### config.mk
export PLATFORM = sky130hd
export DESIGN_NAME = muldiv_engine
export DESIGN_NICKNAME = d
export VERILOG_FILES = /design/src/rtl/muldiv_engine.sv
export SDC_FILE = /design/constraint.sdc
export NUM_CORES = 2
export LEC_CHECK = 0
export ABC_AREA = 0
export CAP_MARGIN = 20
export CELL_PAD_IN_SITES_DETAIL_PLACEMENT = 1
export CELL_PAD_IN_SITES_GLOBAL_PLACEMENT = 2
export CORE_MARGIN = 4
export CORE_UTILIZATION = 41
export CTS_CLUSTER_DIAMETER = 30
export DETAILED_ROUTE_END_ITERATION = 16
export PLACE_DENSITY_LB_ADDON = 0.1
export SLEW_MARGIN = 30
export SYNTH_ARGS = -nofsm -noshare
export SYNTH_HDL_FRONTEND = slang
export SYNTH_SLANG_ARGS = --single-unit
### constraint.sdc
create_clock -name clk -period 11.1 [get_ports clk]
set_input_delay 1.665 -clock clk [delete_from_list [all_inputs] [get_ports clk]]
set_output_delay 1.665 -clock clk [all_outputs]
set_load 0.03 [all_outputs]
### src/rtl/muldiv_engine.sv
// Multi-cycle multiply/divide engine with valid/ready request and response handshakes.
// Holds one operation in flight; divides use restoring division on operand magnitudes.
module muldiv_engine #(
  parameter int DATA_WIDTH         = 32,
  parameter int DIV_BITS_PER_CYCLE = 1,
  parameter int MUL_LATENCY        = 2,
  parameter int TAG_WIDTH          = 4
) (
  input  logic                  clk,
  input  logic                  rst,
  input  logic                  flush,
  input  logic                  req_valid,
  output logic                  req_ready,
  input  logic [2:0]            req_op,
  input  logic [DATA_WIDTH-1:0] req_src1,
  input  logic [DATA_WIDTH-1:0] req_src2,
  input  logic [TAG_WIDTH-1:0]  req_tag,
  output logic                  resp_valid,
  input  logic                  resp_ready,
  output logic [DATA_WIDTH-1:0] resp_data,
  output logic [TAG_WIDTH-1:0]  resp_tag,
  output logic                  busy
);

  localparam int DW        = DATA_WIDTH;
  localparam int DIV_ITERS = DATA_WIDTH / DIV_BITS_PER_CYCLE;
  localparam int MAX_COUNT = (DIV_ITERS > MUL_LATENCY) ? DIV_ITERS : MUL_LATENCY;
  localparam int CNT_W     = $clog2(MAX_COUNT + 1);

  // The first divide step happens on the accept edge, so DIV runs DIV_ITERS-1 cycles.
  localparam logic [CNT_W-1:0] MUL_CNT_INIT = (MUL_LATENCY > 1) ? CNT_W'(MUL_LATENCY - 2) : '0;
  localparam logic [CNT_W-1:0] DIV_CNT_INIT = CNT_W'(DIV_ITERS - 2);

  localparam logic [2:0] OP_MUL   = 3'd1;
  localparam logic [2:0] OP_MULH  = 3'd2;
  localparam logic [2:0] OP_MULHU = 3'd3;

  if ((DATA_WIDTH % 2) != 0 || DATA_WIDTH < 8) begin : g_bad_width
    $error("muldiv_engine: DATA_WIDTH must be even and at least 8");
  end
  if ((DIV_BITS_PER_CYCLE != 1 && DIV_BITS_PER_CYCLE != 2) ||
      (DATA_WIDTH % DIV_BITS_PER_CYCLE) != 0) begin : g_bad_radix
    $error("muldiv_engine: DIV_BITS_PER_CYCLE must be 1 or 2 and divide DATA_WIDTH");
  end
  if (MUL_LATENCY < 1) begin : g_bad_latency
    $error("muldiv_engine: MUL_LATENCY must be at least 1");
  end

  typedef enum logic [2:0] {
    S_IDLE,
    S_MUL,
    S_DIV,
    S_FIX,
    S_DONE
  } state_e;

  state_e                 state_q, state_d;
  logic [CNT_W-1:0]       cnt_q, cnt_d;
  logic [2:0]             op_q, op_d;
  logic [TAG_WIDTH-1:0]   tag_q, tag_d;
  logic [DW-1:0]          a_q, a_d;
  logic [DW-1:0]          b_q, b_d;
  logic [DW-1:0]          rem_q, rem_d;
  logic [DW-1:0]          result_q, result_d;
  logic                   neg_quo_q, neg_quo_d;
  logic                   neg_rem_q, neg_rem_d;

  logic                   accept;
  logic                   req_is_mul;
  logic                   req_is_div;
  logic                   div_by_zero;
  logic                   src1_neg;
  logic                   src2_neg;
  logic [DW-1:0]          mag1;
  logic [DW-1:0]          mag2;
  logic [DW-1:0]          zero_result;

  logic [2:0]             mul_op;
  logic [DW-1:0]          mul_a;
  logic [DW-1:0]          mul_b;
  logic                   mul_signed;
  logic [2*DW-1:0]        mul_a_ext;
  logic [2*DW-1:0]        mul_b_ext;
  logic [2*DW-1:0]        product;
  logic [DW-1:0]          mul_result;

  logic [DW-1:0]          step_rem;
  logic [DW-1:0]          step_quo;
  logic [DW-1:0]          step_div;
  logic [DW:0]            trial;
  logic [DW:0]            diff;

  logic [DW-1:0]          quo_fixed;
  logic [DW-1:0]          rem_fixed;
  logic [DW-1:0]          div_result;

  assign accept      = req_valid && req_ready;
  assign req_is_mul  = (req_op == OP_MUL) || (req_op == OP_MULH) || (req_op == OP_MULHU);
  assign req_is_div  = req_op[2];
  assign div_by_zero = (req_src2 == '0);
  assign src1_neg    = req_is_div && !req_op[0] && req_src1[DW-1];
  assign src2_neg    = req_is_div && !req_op[0] && req_src2[DW-1];
  assign mag1        = src1_neg ? -req_src1 : req_src1;
  assign mag2        = src2_neg ? -req_src2 : req_src2;
  assign zero_result = req_op[1] ? req_src1 : '1;

  // One shared multiplier: fed straight from the request only when MUL_LATENCY is 1.
  assign mul_op     = (state_q == S_IDLE) ? req_op   : op_q;
  assign mul_a      = (state_q == S_IDLE) ? req_src1 : a_q;
  assign mul_b      = (state_q == S_IDLE) ? req_src2 : b_q;
  assign mul_signed = (mul_op == OP_MULH);
  assign mul_a_ext  = {{DW{mul_signed & mul_a[DW-1]}}, mul_a};
  assign mul_b_ext  = {{DW{mul_signed & mul_b[DW-1]}}, mul_b};
  assign product    = mul_a_ext * mul_b_ext;
  assign mul_result = (mul_op == OP_MUL) ? product[DW-1:0] : product[2*DW-1:DW];

  // Restoring divide: the borrow out of trial-divisor decides each quotient bit.
  always_comb begin
    step_rem = (state_q == S_IDLE) ? '0   : rem_q;
    step_quo = (state_q == S_IDLE) ? mag1 : a_q;
    step_div = (state_q == S_IDLE) ? mag2 : b_q;
    trial    = '0;
    diff     = '0;
    for (int i = 0; i < DIV_BITS_PER_CYCLE; i++) begin
      trial    = {step_rem, step_quo[DW-1]};
      diff     = trial - {1'b0, step_div};
      step_rem = diff[DW] ? trial[DW-1:0] : diff[DW-1:0];
      step_quo = {step_quo[DW-2:0], ~diff[DW]};
    end
  end

  assign quo_fixed  = neg_quo_q ? -a_q   : a_q;
  assign rem_fixed  = neg_rem_q ? -rem_q : rem_q;
  assign div_result = op_q[1] ? rem_fixed : quo_fixed;

  always_ff @(posedge clk) begin
    if (rst) begin
      state_q   <= S_IDLE;
      cnt_q     <= '0;
      op_q      <= '0;
      tag_q     <= '0;
      a_q       <= '0;
      b_q       <= '0;
      rem_q     <= '0;
      result_q  <= '0;
      neg_quo_q <= 1'b0;
      neg_rem_q <= 1'b0;
    end else begin
      state_q   <= state_d;
      cnt_q     <= cnt_d;
      op_q      <= op_d;
      tag_q     <= tag_d;
      a_q       <= a_d;
      b_q       <= b_d;
      rem_q     <= rem_d;
      result_q  <= result_d;
      neg_quo_q <= neg_quo_d;
      neg_rem_q <= neg_rem_d;
    end
  end

  always_comb begin
    state_d = state_q;
    case (state_q)
      S_IDLE: begin
        if (accept && req_is_mul) begin
          state_d = (MUL_LATENCY == 1) ? S_DONE : S_MUL;
        end else if (accept && req_is_div) begin
          state_d = div_by_zero ? S_DONE : S_DIV;
        end
      end
      S_MUL:   if (cnt_q == '0) state_d = S_DONE;
      S_DIV:   if (cnt_q == '0) state_d = S_FIX;
      S_FIX:   state_d = S_DONE;
      S_DONE:  if (resp_ready) state_d = S_IDLE;
      default: state_d = S_IDLE;
    endcase
    if (flush) begin
      state_d = S_IDLE;
    end
  end

  always_comb begin
    cnt_d     = cnt_q;
    op_d      = op_q;
    tag_d     = tag_q;
    a_d       = a_q;
    b_d       = b_q;
    rem_d     = rem_q;
    result_d  = result_q;
    neg_quo_d = neg_quo_q;
    neg_rem_d = neg_rem_q;
    case (state_q)
      S_IDLE: begin
        if (accept && (req_is_mul || req_is_div)) begin
          op_d      = req_op;
          tag_d     = req_tag;
          neg_quo_d = src1_neg ^ src2_neg;
          neg_rem_d = src1_neg;
          if (req_is_mul) begin
            cnt_d = MUL_CNT_INIT;
            a_d   = req_src1;
            b_d   = req_src2;
            if (MUL_LATENCY == 1) begin
              result_d = mul_result;
            end
          end else if (div_by_zero) begin
            result_d = zero_result;
          end else begin
            cnt_d = DIV_CNT_INIT;
            a_d   = step_quo;
            b_d   = mag2;
            rem_d = step_rem;
          end
        end
      end
      S_MUL: begin
        result_d = mul_result;
        if (cnt_q != '0) cnt_d = cnt_q - CNT_W'(1);
      end
      S_DIV: begin
        a_d   = step_quo;
        rem_d = step_rem;
        if (cnt_q != '0) cnt_d = cnt_q - CNT_W'(1);
      end
      S_FIX:   result_d = div_result;
      default: ;
    endcase
  end

  always_comb begin
    req_ready  = (state_q == S_IDLE) && !flush && !rst;
    resp_valid = (state_q == S_DONE);
    busy       = (state_q != S_IDLE);
    resp_data  = result_q;
    resp_tag   = tag_q;
  end

endmodule

==> flow_summary.json <==
{
  "outcome": "finished clean",
  "drtIter0Drc": 3287,
  "grt_overflow_total": 0,
  "period_share": 0.9405,
  "synth_top_area_cell": "fa_1",
  "tritoncts": "done",
  "port_buffers": 114,
  "nets": 7602,
  "die_h_um": 357.1,
  "synthCells": 6035,
  "syn2layout_area_growth_pct": 10.68,
  "clock_latency_ns": 0.50,
  "startpoint_type": "input pin",
  "grt_usage": 0.3324,
  "worst_slew_pin_slew_ns": 0.9621,
  "routed_via_density": 5.536,
  "endpoint_kind": "flip-flop",
  "grt_pass1_vias": 46530,
  "syn_area_um2": 49960,
  "ys_warn_count": 0,
  "post_cts_buffers": 0,
  "slowest_stage": "fa_1",
  "syn_avg_cell_area_um2": 8.279,
  "antenna_found_initial": 7,
  "drv_slew": 0,
  "grt.busiest_layer": "met2",
  "synth_edf_count": 0,
  "crit_buf_inv": 5,
  "initial_core_util": 0.4148,
  "hold_end": "resp_tag[2]",
  "grt_max_degree": 80,
  "routed_wl_mm": 208.3,
  "vias": 43070,
  "max_stage_delay_ns": 0.64,
  "grtUsageMet2": 0.5368,
  "crit_fanout": 10,
  "finalClockSkew_ns": 0.01913,
  "reg2reg_slack_ns": 0.94,
  "cap_violations": 0,
  "synth_area_leaders": "fa_1, inv_1, nand2_1",
  "htree_levels": 4,
  "r2r-end": "resp_data[19]",
  "period_minus_slack_ns": 10.44,
  "hold_buffers": 0,
  "drive_above_1_share": 0.06588,
  "grtUsageMet1": 0.4575,
  "grt_setup_unrepaired": "no",
  "preCtsSetupSlack_ns": 0.2221,
  "synth-main-ff-cell": "dfxtp_1",
  "synth_seq_cells": 146,
  "cts_buffer_depth": 2,
  "fp.coreArea_um2": 120400,
  "root_buffer": "clkbuf_16",
  "worstPathRequired_ns": 11.46,
  "dp_hpwl_mm": 174.3,
  "cp_top_family": "adder cells",
  "grt_pass1_wl_mm": 311.6,
  "syn_nets": 7487,
  "relSlewSlack": 0.3543,
  "r2r-start": "state_q[2]",
  "num_rows": 127,
  "finalSetupViolCount": 0,
  "hold_viol_final": 0,
  "cp.arrival_ns": 10.80,
  "cts.clk_slew.worst_paths_ns": 0.07,
  "routabilityCongestion": 0.9713,
  "cts_buffers": 17,
  "max_freq_mhz": 95.79,
  "path_class": "input pin to flip-flop",
  "fin_ws_ns": 0.6602,
  "first_pass_iters": 6,
  "min-delay-start": "resp_tag[2]",
  "holdPathStages": 2,
  "antenna_left": 0,
  "hold_class": "flip-flop to flip-flop",
  "die_w_um": 357.1,
  "tns_ns": 0,
  "drc": 0,
  "crit_top_cell": "fa_1",
  "pin_count": 115,
  "reg2reg_depth": 34,
  "met3_usage": 0.04936,
  "netlist.area_leader.share": 0.4512,
  "seq_area_frac_synth": 0.05850,
  "yosysUniqueCellTypes": 86,
  "cts_num_sinks": 146,
  "die-area_um2": 127500,
  "post_cts_resized": 0,
  "wl_per_cell_um": 26.78,
  "postSynth.asyncResetShare": 0
}
==> placed cells by master (no fill, tap or decap), types with 78 or more instances in the layout <==
master | netlist | final
inv_1 | 1164 | 1164
fa_1 | 1126 | 1126
nand2_1 | 1071 | 1070
nor2_1 | 585 | 585
buf_4 | 1 | 286
ha_1 | 250 | 250
a21oi_1 | 214 | 209
dfxtp_1 | 146 | 145
o21ai_0 | 126 | 126
clkdlybuf4s50_1 | 0 | 113
xnor2_1 | 104 | 104
a211oi_1 | 92 | 92
xor2_1 | 79 | 78
==> flip-flops by register name, summed over array words and instances, names as in the netlist <==
register,flops
a_q,32
b_q,32
cnt_q,6
neg_quo_q,1
neg_rem_q,1
op_q,3
rem_q,32
resp_data,32
resp_tag,4
state_q,3
==> metal layers <==
layer,share of wire,vias up
li1,-,18700
met1,0.43,22780
met2,0.46,1314
met3,0.062,279
met4,0.042,2
met5,0.000077,-
==> final cells by class <==
class,count,area [um^2]
timing repair buffer,426,3814
multi-input combinational,4393,41580
inverter,1166,4379
antenna,5,12.51
tap,1612,2017
clock buffer,18,429.2
clock inverter,14,140.1
fill,14430,65150
sequential,146,2924
==> worst max path at each step <==
stage          cells after the start            end       from  slack (ns)
2_1_floorplan                     33  resp_data[31]  req_op[1]        1.22
3_3_place_gp                      27  resp_data[28]  req_op[0]        0.33
3_5_place_dp                      27  resp_data[28]  req_op[0]        0.22
4_1_cts                           27  resp_data[28]  req_op[0]        0.72
5_1_grt                           27  resp_data[27]  req_op[0]        0.22
6_report                          28  resp_data[29]  req_op[0]        0.66
==> kinds of logic after synthesis <==
family | after synthesis | synth area share
muxes | 72 | 0.01445
and+or+nand+nor | 2002 | 0.1684
xor gates and xnor gates | 183 | 0.03208
DFF | 146 | 0.05850
AOI/OAI and AO/OA | 760 | 0.09960
adders and majority gates | 1376 | 0.5138
buffers and inverters | 1496 | 0.1132
==> worst reg2reg max path: cells and delay by family, from the launching register on <==
kind | cells | cell delay [ns]
AND/OR/NAND/NOR | 7 | 1.50
adder cells (fa/ha/maj) | 9 | 4.49
flip-flops | 1 | 0.30
AO/OA/AOI/OAI | 7 | 1.83
buffers and inverters | 11 | 1.92
==> cells in the mapped netlist, types with 28 or more instances <==
| library cell | instances |
|---|---|
| inv_1 | 1164 |
| nor2_1 | 585 |
| a21oi_1 | 214 |
| xnor2_1 | 104 |
| clkbuf_1 | 293 |
| fa_1 | 1126 |
| mux2i_1 | 71 |
| ha_1 | 250 |
| and2_1 | 76 |
| o21a_1 | 29 |
| o21ai_0 | 126 |
| a21o_1 | 49 |
| xor2_1 | 79 |
| dfxtp_1 | 146 |
| o31ai_1 | 37 |
| a311oi_1 | 28 |
| o211ai_1 | 31 |
| nor3_1 | 57 |
| a211oi_1 | 92 |
| nand3_1 | 35 |
| nand2_1 | 1071 |
==> through the flow <==
step,hold slack [ns],instances,utilization,instance area [um^2]
floorplan,0.4450,6035,-,49960
global placement,0.4414,7742,0.4541,54690
detailed placement,0.4507,7743,0.4542,54710
CTS,0.4606,7775,0.4589,55280
global route,0.4945,7777,0.4590,55290
finish,0.4582,7780,0.4591,55300
Power is left out: the tool's default activity adds up to more than one toggle a clock period on the data nets, which glitch-free logic cannot reach.
